## src/rtl/rv32v_vfu_sequencer_pkg.sv

```systemverilog
// Shared vector types for the VFU element sequencer: operation encoding,
// element width, sequencer states and the carry-op classifier.
package rv32v_vfu_sequencer_pkg;

  typedef logic [31:0] word_t;

  typedef enum logic [1:0] {
    SEW8  = 2'd0,
    SEW16 = 2'd1,
    SEW32 = 2'd2
  } vsew_t;

  typedef enum logic [1:0] {
    VFU_PASS_VS1 = 2'd0,
    VFU_ALU      = 2'd1,
    VFU_MUL      = 2'd2,
    VFU_DIV      = 2'd3
  } vfu_sel_t;

  typedef enum logic [3:0] {
    VALU_ADD   = 4'd0,
    VALU_SUB   = 4'd1,
    VALU_ADC   = 4'd2,
    VALU_SBC   = 4'd3,
    VALU_VMADC = 4'd4,
    VALU_VMSBC = 4'd5,
    VALU_MERGE = 4'd6,
    VALU_AND   = 4'd7
  } valu_op_t;

  typedef struct packed {
    vfu_sel_t vfu;
    valu_op_t alu;
  } vexec_t;

  typedef enum logic [1:0] {
    SEQ_IDLE  = 2'd0,
    SEQ_RUN   = 2'd1,
    SEQ_DRAIN = 2'd2
  } vseq_state_t;

  localparam vexec_t VEXEC_NOP = '{vfu: VFU_PASS_VS1, alu: VALU_ADD};

  // Carry/merge ops consume v0 as data, so they never mask the element off.
  function automatic logic vop_uses_carry(input vexec_t op);
    logic carry;
    carry = 1'b0;
    if (op.vfu == VFU_ALU) begin
      case (op.alu)
        VALU_ADC, VALU_SBC, VALU_VMADC, VALU_VMSBC, VALU_MERGE: carry = 1'b1;
        default: carry = 1'b0;
      endcase
    end else begin
      carry = 1'b0;
    end
    return carry;
  endfunction

endpackage

```

## src/rtl/rv32v_seq_exec_reg.sv

```systemverilog
// EXEC stage register of the element sequencer: holds the element currently
// presented to the VFU. Load wins over clear; an empty stage drives a NOP.
module rv32v_seq_exec_reg
  import rv32v_vfu_sequencer_pkg::*;
#(
  parameter int IDXW = 6
) (
  input  logic            CLK,
  input  logic            RST,
  input  logic            load,
  input  logic            clear,
  input  word_t           a_in,
  input  word_t           b_in,
  input  logic            mask_in,
  input  logic            active_in,
  input  vexec_t          vop_in,
  input  logic [IDXW-1:0] idx_in,
  output logic            valid,
  output word_t           a,
  output word_t           b,
  output logic            mask_bit,
  output logic            active,
  output vexec_t          vop,
  output logic [IDXW-1:0] idx
);

  // Pipeline register with load/hold/clear.
  always_ff @(posedge CLK) begin
    if (RST || (clear && !load)) begin
      valid    <= 1'b0;
      a        <= 32'd0;
      b        <= 32'd0;
      mask_bit <= 1'b1;
      active   <= 1'b0;
      vop      <= VEXEC_NOP;
      idx      <= '0;
    end else if (load) begin
      valid    <= 1'b1;
      a        <= a_in;
      b        <= b_in;
      mask_bit <= mask_in;
      active   <= active_in;
      vop      <= vop_in;
      idx      <= idx_in;
    end else begin
      valid    <= valid;
      a        <= a;
      b        <= b;
      mask_bit <= mask_bit;
      active   <= active;
      vop      <= vop;
      idx      <= idx;
    end
  end

endmodule

```

## src/rtl/rv32v_vfu_sequencer.sv

```systemverilog
// Vector element sequencer: walks elements vstart..vl-1 through a FETCH/EXEC
// pipe into the VFU and emits one writeback beat per active element.
module rv32v_vfu_sequencer
  import rv32v_vfu_sequencer_pkg::*;
#(
  parameter int MAX_VL = 32,
  parameter int IDXW   = $clog2(MAX_VL + 1)
) (
  input  logic            CLK,
  input  logic            RST,
  input  logic            start,
  input  logic            flush,
  input  logic [IDXW-1:0] vl,
  input  logic [IDXW-1:0] vstart,
  input  logic            vm,
  input  vexec_t          vop_in,
  input  vsew_t           vsew_in,
  output logic [IDXW-1:0] rd_idx,
  input  word_t           rd_vs1,
  input  word_t           rd_vs2,
  input  logic            rd_v0,
  output word_t           vopA,
  output word_t           vopB,
  output logic            mask_bit,
  output vexec_t          vop,
  output vsew_t           vsew,
  input  word_t           vres,
  input  logic            vfu_stall,
  output logic            wb_en,
  output logic [IDXW-1:0] wb_idx,
  output word_t           wb_data,
  output logic            busy,
  output logic            done
);

  vseq_state_t     state_r, state_next;
  logic [IDXW-1:0] idx_r, vl_r;
  logic            vm_r, done_r, done_next;
  vexec_t          vop_r;
  vsew_t           vsew_r;
  logic            accept_s, transfer_s, retire_s, ex_clear_s, last_s;
  logic            fetch_carry_s, fetch_active_s, fetch_mask_s;
  logic            ex_valid, ex_active;
  logic [IDXW-1:0] ex_idx;
  logic            wb_en_r;
  logic [IDXW-1:0] wb_idx_r;
  word_t           wb_data_r;

  // Pipe handshakes and FSM next state.
  always_comb begin
    state_next     = state_r;
    fetch_carry_s  = vop_uses_carry(vop_r);
    fetch_active_s = vm_r | rd_v0 | fetch_carry_s;
    fetch_mask_s   = fetch_carry_s ? rd_v0 : ~fetch_active_s;
    accept_s       = start & ~flush & (state_r == SEQ_IDLE) & ~done_r;
    retire_s       = ex_valid & (~vfu_stall | ~ex_active);
    transfer_s     = ~flush & (state_r == SEQ_RUN) & (~ex_valid | retire_s);
    last_s         = (idx_r == (vl_r - {{(IDXW-1){1'b0}}, 1'b1}));
    ex_clear_s     = flush | (retire_s & ~transfer_s);
    done_next      = ~flush & (state_r == SEQ_DRAIN) & (~ex_valid | retire_s);
    case (state_r)
      SEQ_IDLE: begin
        if (accept_s) state_next = (vstart >= vl) ? SEQ_DRAIN : SEQ_RUN;
        else          state_next = SEQ_IDLE;
      end
      SEQ_RUN: begin
        if (transfer_s && last_s) state_next = SEQ_DRAIN;
        else                      state_next = SEQ_RUN;
      end
      SEQ_DRAIN: begin
        if (done_next) state_next = SEQ_IDLE;
        else           state_next = SEQ_DRAIN;
      end
      default: state_next = SEQ_IDLE;
    endcase
    if (flush) state_next = SEQ_IDLE;
  end

  // FSM state register.
  always_ff @(posedge CLK) begin
    if (RST) state_r <= SEQ_IDLE;
    else     state_r <= state_next;
  end

  // Instruction fields and element index.
  always_ff @(posedge CLK) begin
    if (RST) begin
      idx_r  <= '0;
      vl_r   <= '0;
      vm_r   <= 1'b1;
      vop_r  <= VEXEC_NOP;
      vsew_r <= SEW8;
      done_r <= 1'b0;
    end else begin
      done_r <= done_next;
      if (accept_s) begin
        idx_r  <= vstart;
        vl_r   <= vl;
        vm_r   <= vm;
        vop_r  <= vop_in;
        vsew_r <= vsew_in;
      end else if (transfer_s) begin
        idx_r <= idx_r + {{(IDXW-1){1'b0}}, 1'b1};
      end else begin
        idx_r <= idx_r;
      end
    end
  end

  rv32v_seq_exec_reg #(.IDXW(IDXW)) u_exec (
    .CLK       (CLK),
    .RST       (RST),
    .load      (transfer_s),
    .clear     (ex_clear_s),
    .a_in      (rd_vs1),
    .b_in      (rd_vs2),
    .mask_in   (fetch_mask_s),
    .active_in (fetch_active_s),
    .vop_in    (vop_r),
    .idx_in    (idx_r),
    .valid     (ex_valid),
    .a         (vopA),
    .b         (vopB),
    .mask_bit  (mask_bit),
    .active    (ex_active),
    .vop       (vop),
    .idx       (ex_idx)
  );

  // Writeback beat: one pulse per retiring active element.
  always_ff @(posedge CLK) begin
    if (RST) begin
      wb_en_r   <= 1'b0;
      wb_idx_r  <= '0;
      wb_data_r <= 32'd0;
    end else if (retire_s && !flush) begin
      wb_en_r   <= ex_active;
      wb_idx_r  <= ex_idx;
      wb_data_r <= vres;
    end else begin
      wb_en_r   <= 1'b0;
      wb_idx_r  <= wb_idx_r;
      wb_data_r <= wb_data_r;
    end
  end

  assign rd_idx  = idx_r;
  assign vsew    = vsew_r;
  assign wb_en   = wb_en_r;
  assign wb_idx  = wb_idx_r;
  assign wb_data = wb_data_r;
  assign done    = done_r;
  assign busy    = (state_r != SEQ_IDLE) | done_r;

endmodule

```

## config.mk

```make
export PLATFORM = sky130hd
export DESIGN_NAME = rv32v_vfu_sequencer
export DESIGN_NICKNAME = d
export VERILOG_FILES = /design/src/rtl/rv32v_vfu_sequencer_pkg.sv /design/src/rtl/rv32v_seq_exec_reg.sv /design/src/rtl/rv32v_vfu_sequencer.sv
export SDC_FILE = /design/constraint.sdc
export NUM_CORES = 1
export LEC_CHECK = 0
export ABC_AREA = 1
export CORE_MARGIN = 2
export CORE_UTILIZATION = 49
export CTS_BUF_LIST = sky130_fd_sc_hd__clkbuf_8
export CTS_CLUSTER_DIAMETER = 60
export DETAILED_ROUTE_END_ITERATION = 6
export PLACE_DENSITY_LB_ADDON = 0.3
export SYNTH_ARGS = -nofsm -noshare
export SYNTH_HDL_FRONTEND = slang
export SYNTH_HIERARCHICAL = 1
export SYNTH_SLANG_ARGS = --single-unit
export TNS_END_PERCENT = 50
```

## constraint.sdc

```tcl
create_clock -name CLK -period 3.98 [get_ports CLK]
set_input_delay 0.597 -clock CLK [delete_from_list [all_inputs] [get_ports CLK]]
set_output_delay 0.597 -clock CLK [all_outputs]
set_load 0.03 [all_outputs]
```

Word-level counts from Yosys, hierarchy flattened
Index checks and enable logic that the tools add are counted.
- $add $sub $neg: 2
- $mul: 0
- div/mod/pow operators: 0
- order comparisons: 1
- equality and inequality tests: 9
- shifts and indexed selects: 0
- muxes and demuxes: 10
- bitwise logic cells: 23
- reduce and logical (&&, ||, !) cells: 12
- operator list (operator ; number):
    $eq A4 B3 Y1 const B ; 3
    $mux W6 ; 2
    $and A1 B1 Y1 ; 9
    $eq A4 B2 Y1 const B ; 2
    $mux W2 ; 4
    $not A1 Y1 ; 8
    $add A6 B1 Y6 const B ; 1
    $eq A6 B6 Y1 ; 1
    $ge A6 B6 Y1 ; 1
    $or A1 B1 Y1 ; 6
    $pmux W2 S3 ; 1
    $sub A6 B1 Y6 const B ; 1
    $reduce_or A5 Y1 ; 1
    $eq A2 B1 Y1 const B ; 2
    $reduce_bool A2 Y1 ; 2
    $reduce_or A2 Y1 ; 2
    $logic_and A1 B1 Y1 ; 3
    $mux W1 ; 3
    $eq A2 B2 Y1 const B ; 1
    $logic_not A1 Y1 ; 2
    $logic_not A2 Y1 ; 1
    $logic_or A1 B1 Y1 ; 1
- register bits: 142
- bits in latches: 0
- memory bits (writable): 0
- ROM bits: 0
- input bits: 123
- logic and storage cells: 76
- memories kept: 0

Logic depth before layout (Yosys ltp)
Gate-level depths: netlist of run 1.
- depth after elaboration: 10
- gate-level depth with buffers: 12

Cells and area by module
The synthesis of run 1 kept the hierarchy.
- by module, submodules not included (module ; instances ; cells each ; area an instance (µm²) ; seq. area each (µm²)):
    rv32v_seq_exec_reg ; 1 ; 578 ; 3580.9 ; 1581.5
    rv32v_vfu_sequencer ; 1 ; 379 ; 2806.4 ; 1261.2

Worst setup path before layout of run 1
OpenSTA, ideal clock, no wires.
- path type: input -> register
- start point: input port flush
- end point: register u_exec.mask_bit
- library setup time: 0.116 ns
- arrival time: 1.541 ns
- required time: 3.864 ns
- setup slack: 2.322 ns
- stages: 9
- buffers on the path: 3
- path through: inv_1 nand3_4 inv_1 buf_4 buf_6 buf_2 nand2_1 o21ai_0 nand2_1
- word-level cells in the longest chain between the ends: 8
- elaborated cells on any way between the ends: 9
- those cells by class: bitwise (6); reduce/logical (3)
- ends and longest elaborated chain (item ; RTL line ; text):
    start: declaration ; rv32v_vfu_sequencer.sv:12 ; input logic flush,
    $not A1 Y1 (*) ; rv32v_vfu_sequencer.sv:57 ; transfer_s = ~flush & (state_r == SEQ_RUN) & (~ex_valid | retire_s);
    $and A1 B1 Y1 (*) (2 in a row) ; rv32v_vfu_sequencer.sv:57 ;
    net transfer_s ; rv32v_vfu_sequencer.sv:41 ; logic accept_s, transfer_s, retire_s, ex_clear_s, last_s;
    $not A1 Y1 ; rv32v_vfu_sequencer.sv:59 ; ex_clear_s = flush | (retire_s & ~transfer_s);
    $and A1 B1 Y1 ; rv32v_vfu_sequencer.sv:59 ;
    $or A1 B1 Y1 ; rv32v_vfu_sequencer.sv:59 ;
    $logic_and A1 B1 Y1 ; rv32v_seq_exec_reg.sv:29 ; if (RST || (clear && !load)) begin
    $logic_or A1 B1 Y1 ; rv32v_seq_exec_reg.sv:29 ;
    end signal: assignment ; rv32v_seq_exec_reg.sv:41 ; mask_bit <= mask_in;
    end signal: assignment ; rv32v_seq_exec_reg.sv:49 ; mask_bit <= mask_bit;
    end: declaration ; rv32v_seq_exec_reg.sv:21 ; output logic mask_bit,
Mark *: on every way through the listed nets, which the timed path passes. The rest lies on a longest branch.
A chain may end at the register's enable or synchronous reset.

Worst setup path after layout of run 1
- start point: input port flush
- end point: register wb_data_r[29] (netlist: wb_data[29])
- word-level cells in the longest chain between the ends: 2
- ends and longest elaborated chain (item ; RTL line ; text):
    $logic_not A1 Y1 ; rv32v_vfu_sequencer.sv:136 ; end else if (retire_s && !flush) begin
    $logic_and A1 B1 Y1 ; rv32v_vfu_sequencer.sv:136 ;
    end signal: assignment ; rv32v_vfu_sequencer.sv:139 ; wb_data_r <= vres;
    end signal: assignment ; rv32v_vfu_sequencer.sv:143 ; wb_data_r <= wb_data_r;
    end: declaration ; rv32v_vfu_sequencer.sv:47 ; word_t wb_data_r;
No other way between the ends.

==> results of run 1 <==
-- power breakdown --
group | switching, mW | internal (mW) | leakage, nW
sequential | 0.0187 | 1.44 | 1.15
clock | 0.504 | 0.608 | 0.215
combinational | 0.145 | 0.171 | 2.80
-- logic make-up after synthesis --
group	Yosys count	share of synthesized area, %
simple gates	415	25.7
fa+ha+maj	8	1.57
xor+xnor	4	0.549
compound gates	119	9.56
flops	142	44.5
buf+inv	269	18.2
-- Yosys cell counts --
cell type,count
nor2_1,251
nand3_1,10
nor3b_1,1
nor3_1,4
o21a_1,1
xnor2_1,1
inv_1,223
nand3_4,2
inv_4,1
nor2_2,2
ha_1,8
nand2_2,1
nand3b_1,1
nor2_4,1
nand2_1,138
o21ai_0,53
a31oi_1,1
a21oi_1,59
nand3_2,1
o211ai_1,2
clkbuf_1,8
dfxtp_1,142
buf_2,16
a21boi_0,2
buf_1,1
xor2_1,3
nor4_1,1
buf_4,2
inv_2,2
buf_6,16
nand4_1,2
o22ai_1,1
-- through the flow --
stage | instance area (um^2) | cells
after global placement | 8790 | 1334
after CTS | 9170 | 1365
final | 9170 | 1365
after global routing | 9170 | 1365
after floorplan | 6390 | 957
after detailed placement | 8790 | 1334
-- worst paths after layout --
check,endpoint,from,cells after the start
max,wb_data[29],flush,6
min reg2reg,wb_data[10],wb_data[10],2
min,wb_data[10],wb_data[10],2
max reg2reg,u_exec/b[22],state_r[0],9
-- cell type report --
type / instances / area [um^2] / share of cell area [%]
sequential: 142 / 2840 / 31.0
timing repair buffer: 248 / 2490 / 27.2
multi-input combinational: 546 / 2380 / 26.0
inverter: 226 / 853 / 9.30
clock buffer: 21 / 289 / 3.15
tap: 172 / 215 / 2.35
clock inverter: 10 / 96.3 / 1.05
-- per-layer routing --
layer | vias to the layer above | routed length (um) | part of all wire (%) | GRT usage, %
met1 | 2634 | 6730 | 43 | 26.7
met2 | 176 | 7680 | 49 | 37.8
met5 | - | 0 | 0 | 0
met3 | 15 | 1070 | 6.8 | 6.85
li1 | 3231 | - | - | -
met4 | 0 | 178 | 1.1 | 7.53
-- worst max-delay path, delay by kind of cell --
| kind | cells | cell delay [ps] |
|---|---|---|
| AND/OR/NAND/NOR | 1 | 700 |
| AO/OA/AOI/OAI | 2 | 240 |
| buffers and inverters | 3 | 1060 |
-- registers in the layout, indices dropped and copies added (netlist names), 2 cells and up --
| signal | count |
|---|---|
| wb_data | 32 |
| vl_r | 6 |
| u_exec/vop | 6 |
| u_exec/b | 32 |
| state_r | 2 |
| u_exec/idx | 6 |
| wb_idx | 6 |
| rd_idx | 6 |
| vsew | 2 |
| u_exec/a | 32 |
| vop_r | 6 |
==> flow_metrics.env, run 1 <==
export IMPL_diodes=0
export IMPL_rrSetupSlack_ps=2010
export IMPL_cts_resized=0
export IMPL_cts_sinks=142
export IMPL_grt_pass1_wl_mm=25.2
export IMPL_grt_usage_pct=22.3
export IMPL_period_minus_slack_ps=2330
export IMPL_cts_setup_buffers=0
export IMPL_clock_skew_ps=4.54
export IMPL_layout_commonest_cell="nor2_1"
export IMPL_ys_seq_elements=142
export IMPL_cts_root_buf="clkbuf_8"
export IMPL_wl_mm=15.7
export IMPL_clock_latency_ps=430
export IMPL_tritoncts="yes"
export IMPL_total_power_mw=2.89
export IMPL_crit_chain="clkdlybuf4s50_1 > inv_1 > nand3_2 > buf_4 > o21ai_0 > a21oi_1"
export IMPL_grt_max_degree=160
export IMPL_setup_violations=0
export IMPL_vias=6056
export IMPL_synth_fp_nets=1088
export IMPL_num_rows=41
export IMPL_clk_pin_slew_worst_paths_ps=70
export IMPL_dp_hpwl_mm=10.9
export IMPL_h_tree_depth=4
export IMPL_rsz0062_at_grt="no"
export IMPL_drv_cap=0
export IMPL_place_gp_congestion=0.826
export IMPL_fmax_mhz=429
export IMPL_fp_coreArea_um2=12700
export IMPL_arrival_ps=2620
export IMPL_ys_types=32
export IMPL_status="completed"
export IMPL_critPathKind="in -> reg"
export IMPL_grt_antenna_before_repair=0
export IMPL_leakage_nw=4.16
export IMPL_fin_nets=1312
export IMPL_grt_ovfl_total=0
export IMPL_critPathSlowestCell="nand3_2"
export IMPL_worst_slack_ps=1650
export IMPL_min_path_type="reg -> reg"
export IMPL_place_ws_ps=1240
export IMPL_avgSynthCellArea_um2=6.67
export IMPL_wl_per_cell_um=11.5
export IMPL_finalSetupTns_ps=0
export IMPL_final_util_pct=72.4
export IMPL_worst_ep_required_time_ps=4260
export IMPL_worst_pin_slew_ps=849
export IMPL_drive_above_1_share_pct=3.77
export IMPL_timing_hold_ws_ps=445
export IMPL_grt_pass1_vias=5415
export IMPL_slowest_delay_ps=700
export IMPL_cp_start_kind="input port"
export IMPL_endpoint_kind="flop"
export IMPL_synth_top_area_share_pct=44.5
export IMPL_die_w_um=118
export IMPL_synthToLayoutAreaGrowth_pct=43.6
export IMPL_numCtsBuffers=17
export IMPL_initialDrtViolationCount=421
export IMPL_final_cell_mix="251 x nor2_1, 242 x clkdlybuf4s50_1, 225 x inv_1"
export IMPL_dieArea_um2=14000
export IMPL_firstDrtPassIters=5
export IMPL_ys_seq_area_share_pct=44.5
export IMPL_crit_fanout=51
export IMPL_ir_worst_vdd_uv=251
export IMPL_cts_buffer_depth=2
export IMPL_ant_nets=0
export IMPL_yosys_warnings=6
export IMPL_synthCells=957
export IMPL_vias_per_cell=4.44
export IMPL_hold_buffers=0
export IMPL_post_route_period_util_pct=58.6
export IMPL_slew_viol_final=0
export IMPL_num_fill_cells=1083
export IMPL_finalHoldViolations=0
export IMPL_drcViolationCount=0
export IMPL_powerDensity_nw_per_um2=315
export IMPL_die_y_um=118
export IMPL_initial_core_util_pct=50.4
export IMPL_io_pins=243
export IMPL_portBuffers=242
export IMPL_syn_cell_area_um2=6390
export IMPL_slew_headroom_pct=43.3
export IMPL_synth_top_area_cell="dfxtp_1"
export IMPL_yosys_top_cells_area="dfxtp_1 45%, nor2_1 15%, inv_1 13%"
(Power assumes the default switching activity.)
==> run 2: changes to the inputs <==
- CORE_UTILIZATION: 49 -> 46
- clock period: 3.98 -> 2.4 ns (I/O delays scaled with it)
==> run 2 against run 1 <==
  * Critical path depth shrank 5
  * Sequential power grew 66%
  * Clock power grew 71%
  * Hold slack lost 2.5 ps
  * Critical endpoint is now rd_idx[0]
  * Largest power group unchanged
  * Highest routed layer unchanged
==> flow_metrics.env, run 2 (synthesis results as in run 1) <==
export IMPL_ant_nets=0
export IMPL_drv_cap=0
export IMPL_die_y_um=122
export IMPL_drive_above_1_share_pct=4.01
export IMPL_leakage_nw=4.21
export IMPL_tritoncts="yes"
export IMPL_cts_sinks=142
export IMPL_grt_max_degree=77
export IMPL_grt_pass1_wl_mm=25.0
export IMPL_cts_root_buf="clkbuf_8"
export IMPL_fp_coreArea_um2=13700
export IMPL_status="completed"
export IMPL_vias_per_cell=4.39
export IMPL_whs_path_depth=2
export IMPL_post_route_period_util_pct=86.3
export IMPL_final_util_pct=67.6
export IMPL_vias=6048
export IMPL_dpl_cell_area_um2=8880
export IMPL_min_path_type="reg -> reg"
export IMPL_hold_buffers=0
export IMPL_timing_hold_ws_ps=442
export IMPL_layout_commonest_cell="nor2_1"
export IMPL_setup_violations=0
export IMPL_layoutNonFillerInstCount=1378
export IMPL_grt_ovfl_total=0
export IMPL_firstDrtPassIters=5
export IMPL_worst_path_stages=1
export IMPL_clk_pin_slew_worst_paths_ps=70
export IMPL_dp_hpwl_mm=11.0
export IMPL_numCtsBuffers=17
export IMPL_io_pins=243
export IMPL_critPathKind="reg -> out"
export IMPL_clock_skew_ps=6.40
export IMPL_grt_usage_pct=21.1
export IMPL_dieArea_um2=14800
export IMPL_worst_ep_required_time_ps=2040
export IMPL_crit_chain="clkdlybuf4s50_1"
export IMPL_ir_worst_vdd_uv=327
export IMPL_slowest_delay_ps=740
export IMPL_place_gp_congestion=0.831
export IMPL_rsz0062_at_grt="no"
export IMPL_clock_latency_ps=440
export IMPL_worst_pin_slew_ps=387
export IMPL_wl_per_cell_um=11.4
export IMPL_dp_cells=1346
export IMPL_period_minus_slack_ps=2070
export IMPL_grt_pass1_vias=5355
export IMPL_arrival_ps=1710
export IMPL_synthToLayoutAreaGrowth_pct=45.2
export IMPL_finalHoldViolations=0
export IMPL_wl_mm=15.7
export IMPL_powerDensity_nw_per_um2=523
export IMPL_design_area_um2=9280
export IMPL_cp_top_family="buffers and inverters"
export IMPL_path_buf_inv=1
export IMPL_final_cell_mix="251 x nor2_1, 242 x clkdlybuf4s50_1, 227 x inv_1"
export IMPL_slew_viol_final=0
export IMPL_endpoint_kind="output port"
export IMPL_cts_setup_buffers=0
export IMPL_diodes=0
export IMPL_initial_core_util_pct=46.6
export IMPL_h_tree_depth=4
export IMPL_cts_resized=0
export IMPL_crit_fanout=8
export IMPL_critPathSlowestCell="clkdlybuf4s50_1"
export IMPL_cp_start_kind="flop"
export IMPL_portBuffers=242
export IMPL_num_rows=43
export IMPL_drcViolationCount=0
export IMPL_fin_nets=1316
export IMPL_die_w_um=122
export IMPL_slew_headroom_pct=74.1
export IMPL_worst_r2r_cell_count=8
export IMPL_fmax_mhz=483
export IMPL_cts_buffer_depth=2
export IMPL_finalSetupTns_ps=0
export IMPL_initialDrtViolationCount=367
export IMPL_num_fill_cells=1209
export IMPL_grt_antenna_before_repair=0
-- run 2: final cells by class --
class	instances	area [um^2]	share of cell area, %
repair buffers	252	2570	27.7
flip-flops and latches	142	2840	30.6
inverters	226	853	9.20
multi-input cells	546	2380	25.7
well taps	180	225	2.43
clock inverters	10	96.3	1.04
clock buffers	22	303	3.26
-- run 2: metrics by stage --
stage | power, mW | setup slack, ps
4_1_cts | 4.91 | 311
6_report | 4.85 | 328
5_1_grt | 5.06 | 264
3_5_place_dp | 3.01 | 359
3_3_place_gp | 3.00 | 425
2_1_floorplan | 2.72 | 973
-- run 2: worst paths after layout --
| check | slack [ps] | start | to |
|---|---|---|---|
| max | 330 | rd_idx[0] | rd_idx[0] |
| min | 440 | wb_data[16] | wb_data[16] |
| max reg2reg | 790 | state_r[0] | u_exec/b[0] |
| min reg2reg | 440 | wb_data[16] | wb_data[16] |
-- run 2: per-layer routing --
layer  global-route usage, %  routed length [um]  part of all wire (%)  vias to the layer above
met3                    6.88                1200                   7.6                       26
met2                    34.0                7240                    46                      171
li1                        -                   -                     -                     3241
met5                       0                   0                     0                        -
met1                    26.0                6970                    44                     2610
met4                    9.12                 316                   2.0                        0
-- run 2: where the power goes --
group          total (mW)  switching [mW]  internal, mW
logic               0.534           0.243         0.292
registers            2.42          0.0321          2.39
clock network        1.90           0.860          1.04
total                4.85            1.13          3.72
